`src/rtl/program_load_sequencer_pkg.sv`:
```
// program_load_sequencer_pkg: control word bit map, idle word and loader state encoding
package program_load_sequencer_pkg;
  localparam int CW_W = 15;
  localparam int CP   = 14;
  localparam int EP   = 13;
  localparam int HLT  = 12;
  localparam int NLMA = 11;
  localparam int NLMD = 10;
  localparam int NCE  = 9;
  localparam int NLR  = 8;
  localparam int NLI  = 7;
  localparam int NEI  = 6;
  localparam int NLA  = 5;
  localparam int EA   = 4;
  localparam int SU   = 3;
  localparam int EU   = 2;
  localparam int NLB  = 1;
  localparam int NLO  = 0;
  localparam logic [CW_W-1:0] IDLE_CW = 15'h0FE3;
  typedef enum logic [2:0] {S_IDLE, S_RUN, S_WAIT, S_ADDR, S_DATA, S_WRITE, S_DONE} state_t;
endpackage

```
`src/rtl/program_load_sequencer_if.sv`:
```
// program_load_sequencer_if: loader handshake, control word and bus signals
//   master = loader host / control_block side, slave = program_load_sequencer
interface program_load_sequencer_if
  import program_load_sequencer_pkg::*;
#(
  parameter int ADDR_W = 4,
  parameter int DATA_W = 8
);
  logic              load_req;
  logic              run_req;
  logic              load_end;
  logic              byte_valid;
  logic [DATA_W-1:0] byte_in;
  logic              byte_ready;
  logic [CW_W-1:0]   cpu_cw_in;
  logic [CW_W-1:0]   cw_out;
  logic              bus_drive_en;
  logic [DATA_W-1:0] bus_data;
  logic              cpu_run;
  logic              load_done;
  logic [ADDR_W:0]   load_count;
  modport master (
    output load_req, run_req, load_end, byte_valid, byte_in, cpu_cw_in,
    input  byte_ready, cw_out, bus_drive_en, bus_data, cpu_run, load_done, load_count
  );
  modport slave (
    input  load_req, run_req, load_end, byte_valid, byte_in, cpu_cw_in,
    output byte_ready, cw_out, bus_drive_en, bus_data, cpu_run, load_done, load_count
  );
endinterface

```
`src/rtl/program_load_sequencer.sv`:
```
// program_load_sequencer: owns control word and bus during program load, passes CPU word in RUN
//   clk, rst (async, active-high); bus: load_req/run_req/load_end requests, byte_valid/byte_in/byte_ready
//   handshake, cpu_cw_in -> cw_out, bus_drive_en/bus_data loader bus drive, cpu_run, load_done, load_count
module program_load_sequencer
  import program_load_sequencer_pkg::*;
#(
  parameter int ADDR_W = 4,
  parameter int DATA_W = 8
) (
  input logic                 clk,
  input logic                 rst,
  program_load_sequencer_if.slave bus
);
  state_t            state, nxt;
  logic [ADDR_W-1:0] addr_ctr;
  logic [DATA_W-1:0] byte_q;
  logic [CW_W-1:0]   strobe, cw_d;
  logic              xfer;
  assign xfer = bus.byte_valid & bus.byte_ready;
  always_comb begin
    nxt = state;
    case (state)
      S_IDLE:  nxt = bus.load_req ? S_WAIT : bus.run_req ? S_RUN : S_IDLE;
      S_RUN:   nxt = bus.load_req ? S_WAIT : S_RUN;
      S_WAIT:  nxt = xfer ? S_ADDR : bus.load_end ? S_DONE : S_WAIT;
      S_ADDR:  nxt = S_DATA;
      S_DATA:  nxt = S_WRITE;
      S_WRITE: nxt = &addr_ctr ? S_DONE : S_WAIT;
      S_DONE:  nxt = S_RUN;
      default: nxt = S_IDLE;
    endcase
    strobe = '0;
    strobe[NLMA] = nxt == S_ADDR;
    strobe[NLMD] = nxt == S_DATA;
    strobe[NCE] = nxt == S_WRITE;
    cw_d = nxt == S_RUN ? bus.cpu_cw_in : IDLE_CW & ~strobe;
  end
  // Outputs are registered from the next state so they line up with the state they belong to.
  always_ff @(posedge clk or posedge rst)
    if (rst) begin
      state <= S_IDLE;
      addr_ctr <= '0;
      byte_q <= '0;
      bus.cw_out <= IDLE_CW;
      bus.byte_ready <= 1'b0;
      bus.bus_drive_en <= 1'b0;
      bus.bus_data <= '0;
      bus.cpu_run <= 1'b0;
      bus.load_done <= 1'b0;
      bus.load_count <= '0;
    end else begin
      state <= nxt;
      bus.cw_out <= cw_d;
      bus.byte_ready <= nxt == S_WAIT;
      bus.bus_drive_en <= nxt == S_ADDR || nxt == S_DATA;
      bus.bus_data <= nxt == S_ADDR ? DATA_W'(addr_ctr) : nxt == S_DATA ? byte_q : '0;
      bus.cpu_run <= nxt == S_RUN;
      bus.load_done <= nxt == S_DONE;
      if (xfer) byte_q <= bus.byte_in;
      if ((state == S_IDLE || state == S_RUN) && nxt == S_WAIT) begin
        addr_ctr <= '0;
        bus.load_count <= '0;
      end else if (state == S_WRITE) begin
        addr_ctr <= addr_ctr + 1'b1;
        bus.load_count <= bus.load_count + 1'b1;
      end
    end
endmodule
```
`src/flat_wrapper.sv`:
```
// flat-port wrapper written by rule: the top's interface ports become plain ports
module program_load_sequencer_flat import program_load_sequencer_pkg::*;
#(
  parameter int ADDR_W = 4,
  parameter int DATA_W = 8
)
  (clk, rst, bus_load_req, bus_run_req, bus_load_end, bus_byte_valid, bus_byte_in, bus_cpu_cw_in, bus_byte_ready, bus_cw_out, bus_bus_drive_en, bus_bus_data, bus_cpu_run, bus_load_done, bus_load_count);
  program_load_sequencer_if #(.ADDR_W(ADDR_W), .DATA_W(DATA_W)) bus_i ();
  input logic clk;
  input logic rst;
  input wire logic [$bits(bus_i.load_req)-1:0] bus_load_req;
  input wire logic [$bits(bus_i.run_req)-1:0] bus_run_req;
  input wire logic [$bits(bus_i.load_end)-1:0] bus_load_end;
  input wire logic [$bits(bus_i.byte_valid)-1:0] bus_byte_valid;
  input wire logic [$bits(bus_i.byte_in)-1:0] bus_byte_in;
  input wire logic [$bits(bus_i.cpu_cw_in)-1:0] bus_cpu_cw_in;
  output wire logic [$bits(bus_i.byte_ready)-1:0] bus_byte_ready;
  output wire logic [$bits(bus_i.cw_out)-1:0] bus_cw_out;
  output wire logic [$bits(bus_i.bus_drive_en)-1:0] bus_bus_drive_en;
  output wire logic [$bits(bus_i.bus_data)-1:0] bus_bus_data;
  output wire logic [$bits(bus_i.cpu_run)-1:0] bus_cpu_run;
  output wire logic [$bits(bus_i.load_done)-1:0] bus_load_done;
  output wire logic [$bits(bus_i.load_count)-1:0] bus_load_count;
  assign bus_i.load_req = bus_load_req;
  assign bus_i.run_req = bus_run_req;
  assign bus_i.load_end = bus_load_end;
  assign bus_i.byte_valid = bus_byte_valid;
  assign bus_i.byte_in = bus_byte_in;
  assign bus_i.cpu_cw_in = bus_cpu_cw_in;
  assign bus_byte_ready = bus_i.byte_ready;
  assign bus_cw_out = bus_i.cw_out;
  assign bus_bus_drive_en = bus_i.bus_drive_en;
  assign bus_bus_data = bus_i.bus_data;
  assign bus_cpu_run = bus_i.cpu_run;
  assign bus_load_done = bus_i.load_done;
  assign bus_load_count = bus_i.load_count;
  program_load_sequencer #(.ADDR_W(ADDR_W), .DATA_W(DATA_W)) u_core (.clk(clk), .rst(rst), .bus(bus_i));
endmodule
```
`config.mk`:
```
export PLATFORM = sky130hd
export DESIGN_NAME = program_load_sequencer_flat
export DESIGN_NICKNAME = d
export VERILOG_FILES = /design/src/rtl/program_load_sequencer_pkg.sv /design/src/rtl/program_load_sequencer_if.sv /design/src/rtl/program_load_sequencer.sv /design/src/flat_wrapper.sv
export SDC_FILE = /design/constraint.sdc
export NUM_CORES = 1
export LEC_CHECK = 0
export CORE_UTILIZATION = 41
export DETAILED_ROUTE_END_ITERATION = 7
export GPL_TIMING_DRIVEN = 0
export PLACE_DENSITY = 0.75
export SLEW_MARGIN = 5
export SYNTH_ARGS = -nofsm -noshare
export SYNTH_HDL_FRONTEND = slang
export SYNTH_SLANG_ARGS = --single-unit
```
`constraint.sdc`:
```
create_clock -name clk -period 1.6 [get_ports clk]
set_clock_uncertainty 0.1 [all_clocks]
set_input_delay 0.32 -clock clk [delete_from_list [all_inputs] [get_ports clk]]
set_output_delay 0.32 -clock clk [all_outputs]
set_load 0.02 [all_outputs]
```
==> results.cfg <==
[floorplan]
die_h_um = 70.1
coreArea_mm2 = 0.00441
die_area_mm2 = 0.00491
initial_core_util = 0.431
die_x_um = 70.1
rows = 24
pin_count = 61

[yosys]
async_reset_ff_frac = 1.00
syn-num-nets = 200
ys.flop_type = dfrtp_1
ys_ff_latch = 47
synth.top_cell.area_share = 0.500
synth_area_leaders = dfrtp_1 (50%), dfstp_2 (12%), nand2_1 (6.5%), and4_1 (2.8%), or4_1 (2.4%)
synth_cell_types = 40
synth_cells = 169
synth_edf_count = 0
yosysSeqAreaShare = 0.624
avgSynthCellArea_um2 = 11.3
ys_warn_count = 0
synth_area_leader_cell = dfrtp_1
syn-cell-area_mm2 = 0.00190

[setup_path]
cp.required_ns = 1.72
worstSetupPathType = register to register
crit_path_cell_trace = or2_4 > o31a_1 > or4_1
rr_startpoint = u_core.state[1]
arrival_ns = 1.79
start_kind = register
cp_max_fo = 5
cp-startpoint = u_core.state[1]
path_delay_family = simple AND/OR/NAND/NOR gates
worstSetupEndpointType = register
cp_num_buf_inv = 0
worst_path_max_delay_cell = or4_1
critPathMaxStageDelay_ns = 0.52

[clock_network]
clock_latency_ns = 0.30
cts_root_buf = clkbuf_8
ctsHoldBuffers = 0
htree_levels = 2
cts.clk_slew.worst_paths_ns = 0.09
cts_sinks = 47
cts_tree = done
cts_made_buffers = 5
clock_path_buffers = 2

[global_route]
grt_usage = 0.190
grt_max_degree = 44
overflow = 0
antenna_found_initial = 0
grt_pass1_wl_mm = 7.40
first_global_vias = 1603

[layout]
drive_gt1_frac = 0.213
nets = 284
fillCellCount = 345
final_common_cell = dfrtp_1
syn2layout_area_growth_pct = 51.3
n_antenna_cell = 0
final_cell_mix = dfrtp_1 (37), nand2_1 (33), dlygate4sd2_1 (32), clkdlybuf4s50_1 (27), buf_4 (15)
utilization = 0.652
instances_no_fill = 306

[timing]
rsz0062_at_grt = true
period_share = 1.04
slew_violations = 0
hold_viol = 0
setup_slack_ns = -0.0655
setup_violations = 6
fmax_mhz = 600
hold-worst-slack_ns = 0.107
worstMarginPinSlew_ns = 0.446
period_minus_slack_ns = 1.67
slew_headroom = 0.702

[detailed_routing]
drt_iter0_drc = 122
route.detailed.drc = 0
first_pass_iters = 4
totalWireLength_mm = 4.45
vias = 1633
vias_per_cell = 5.34
wl_per_cell_um = 14.5
final_antenna_net_count = 0

[outcome]
violations = setup timing
outcome = complete, but fails checks

[power]
irDropWorstVdd_v = 0.000525
power.density_cell_area_mw_per_mm2 = 1610
p_leak_nw = 1.39

[placement]
place_inst = 282
gp_congestion = 0.742
port_buffers = 60
hpwl_mm = 2.74

[job]
drv_cap = 0

[hold_path]
hold_class = input port to async pin
## through the flow
| step | cell area (um2) | total power, mW | setup TNS (ns) | setup WS, ns |
|---|---|---|---|---|
| final | 2880 | 4.63 | -0.337 | -0.0655 |
| after global routing | 2880 | 4.91 | -1.04 | -0.113 |
| after CTS | 2770 | 4.40 | -0.544 | -0.112 |
| after detailed placement | 2590 | 3.55 | -10.99 | -0.534 |
| after global placement | 2570 | 3.51 | -44.20 | -0.782 |
| after floorplan | 1900 | 2.83 | -0.00120 | -0.00120 |
## synth_stat cells (4+ instances only)
cell type,instances
dfstp_2,9
nor2_1,8
a21oi_1,8
and3_1,4
dfrtp_1,38
nand3_1,7
xor2_1,4
inv_1,5
or4_1,6
nand2_1,33
and4_1,6
## path summary, 6_finish.rpt
kind | cells past startpoint | slack (ns) | endpoint
max | 3 | -0.07 | u_core.bus.cw_out[0]
max reg2reg | 3 | -0.07 | u_core.bus.cw_out[0]
min | 2 | 0.11 | u_core.bus.bus_data[7]
min reg2reg | 2 | 0.37 | u_core.byte_q[5]
max in group asynchronous | 3 | 0.80 | u_core.bus.cw_out[11]
min in group clk | 2 | 0.37 | u_core.byte_q[5]
## area by class of cell
cell class	count	area [um2]	area share
buffer	5	36.3	0.0126
inverter	5	18.8	0.00652
tap	52	65.1	0.0226
sequential	47	1190	0.413
timing repair buffer	75	686	0.238
multi-input combinational	114	781	0.271
clock buffer	8	101	0.0352
## report_power, final
group	leakage [nW]	total [mW]	switching, mW	internal [mW]
combinational	0.739	2.09	1.19	0.893
clock	0.0506	0.782	0.377	0.405
sequential	0.600	1.75	0.162	1.59
## repair_timing
action / CTS / global route
pin swaps: 5 / 1
gates cloned: 2 / 0
endpoints found under the setup margin: 54 / 21
buffers inserted: 7 / 7
resized for setup: 46 / 12
## flip-flops by register name, indices dropped and copies added, names as in the netlist
name and flops:
u_core.byte_q 8, u_core.bus.load_count 5, u_core.bus.bus_data 8, u_core.bus.byte_ready 1, u_core.bus.cpu_run 1, u_core.bus.bus_drive_en 1, u_core.bus.load_done 1, u_core.bus.cw_out 15
u_core.addr_ctr 4, u_core.state 3
## metal layers
metal	track usage	share of wire	up-vias	routed length, um
met4	0.0578	0.017	0	77
met5	0	0	-	0
li1	-	-	774	-
met3	0.0592	0.059	10	264
met2	0.313	0.49	55	2170
met1	0.240	0.44	794	1940
## cells by family after synthesis
| group | after synthesis | share of synthesized area |
|---|---|---|
| AOI/OAI and AO/OA | 25 | 0.0901 |
| and+or+nand+nor | 79 | 0.222 |
| buffers and inverters | 10 | 0.0217 |
| DFF | 47 | 0.624 |
| muxes | 2 | 0.0105 |
| adders and majority gates | 2 | 0.0132 |
| xor gates and xnor gates | 4 | 0.0184 |
(Power assumes the default switching activity.)
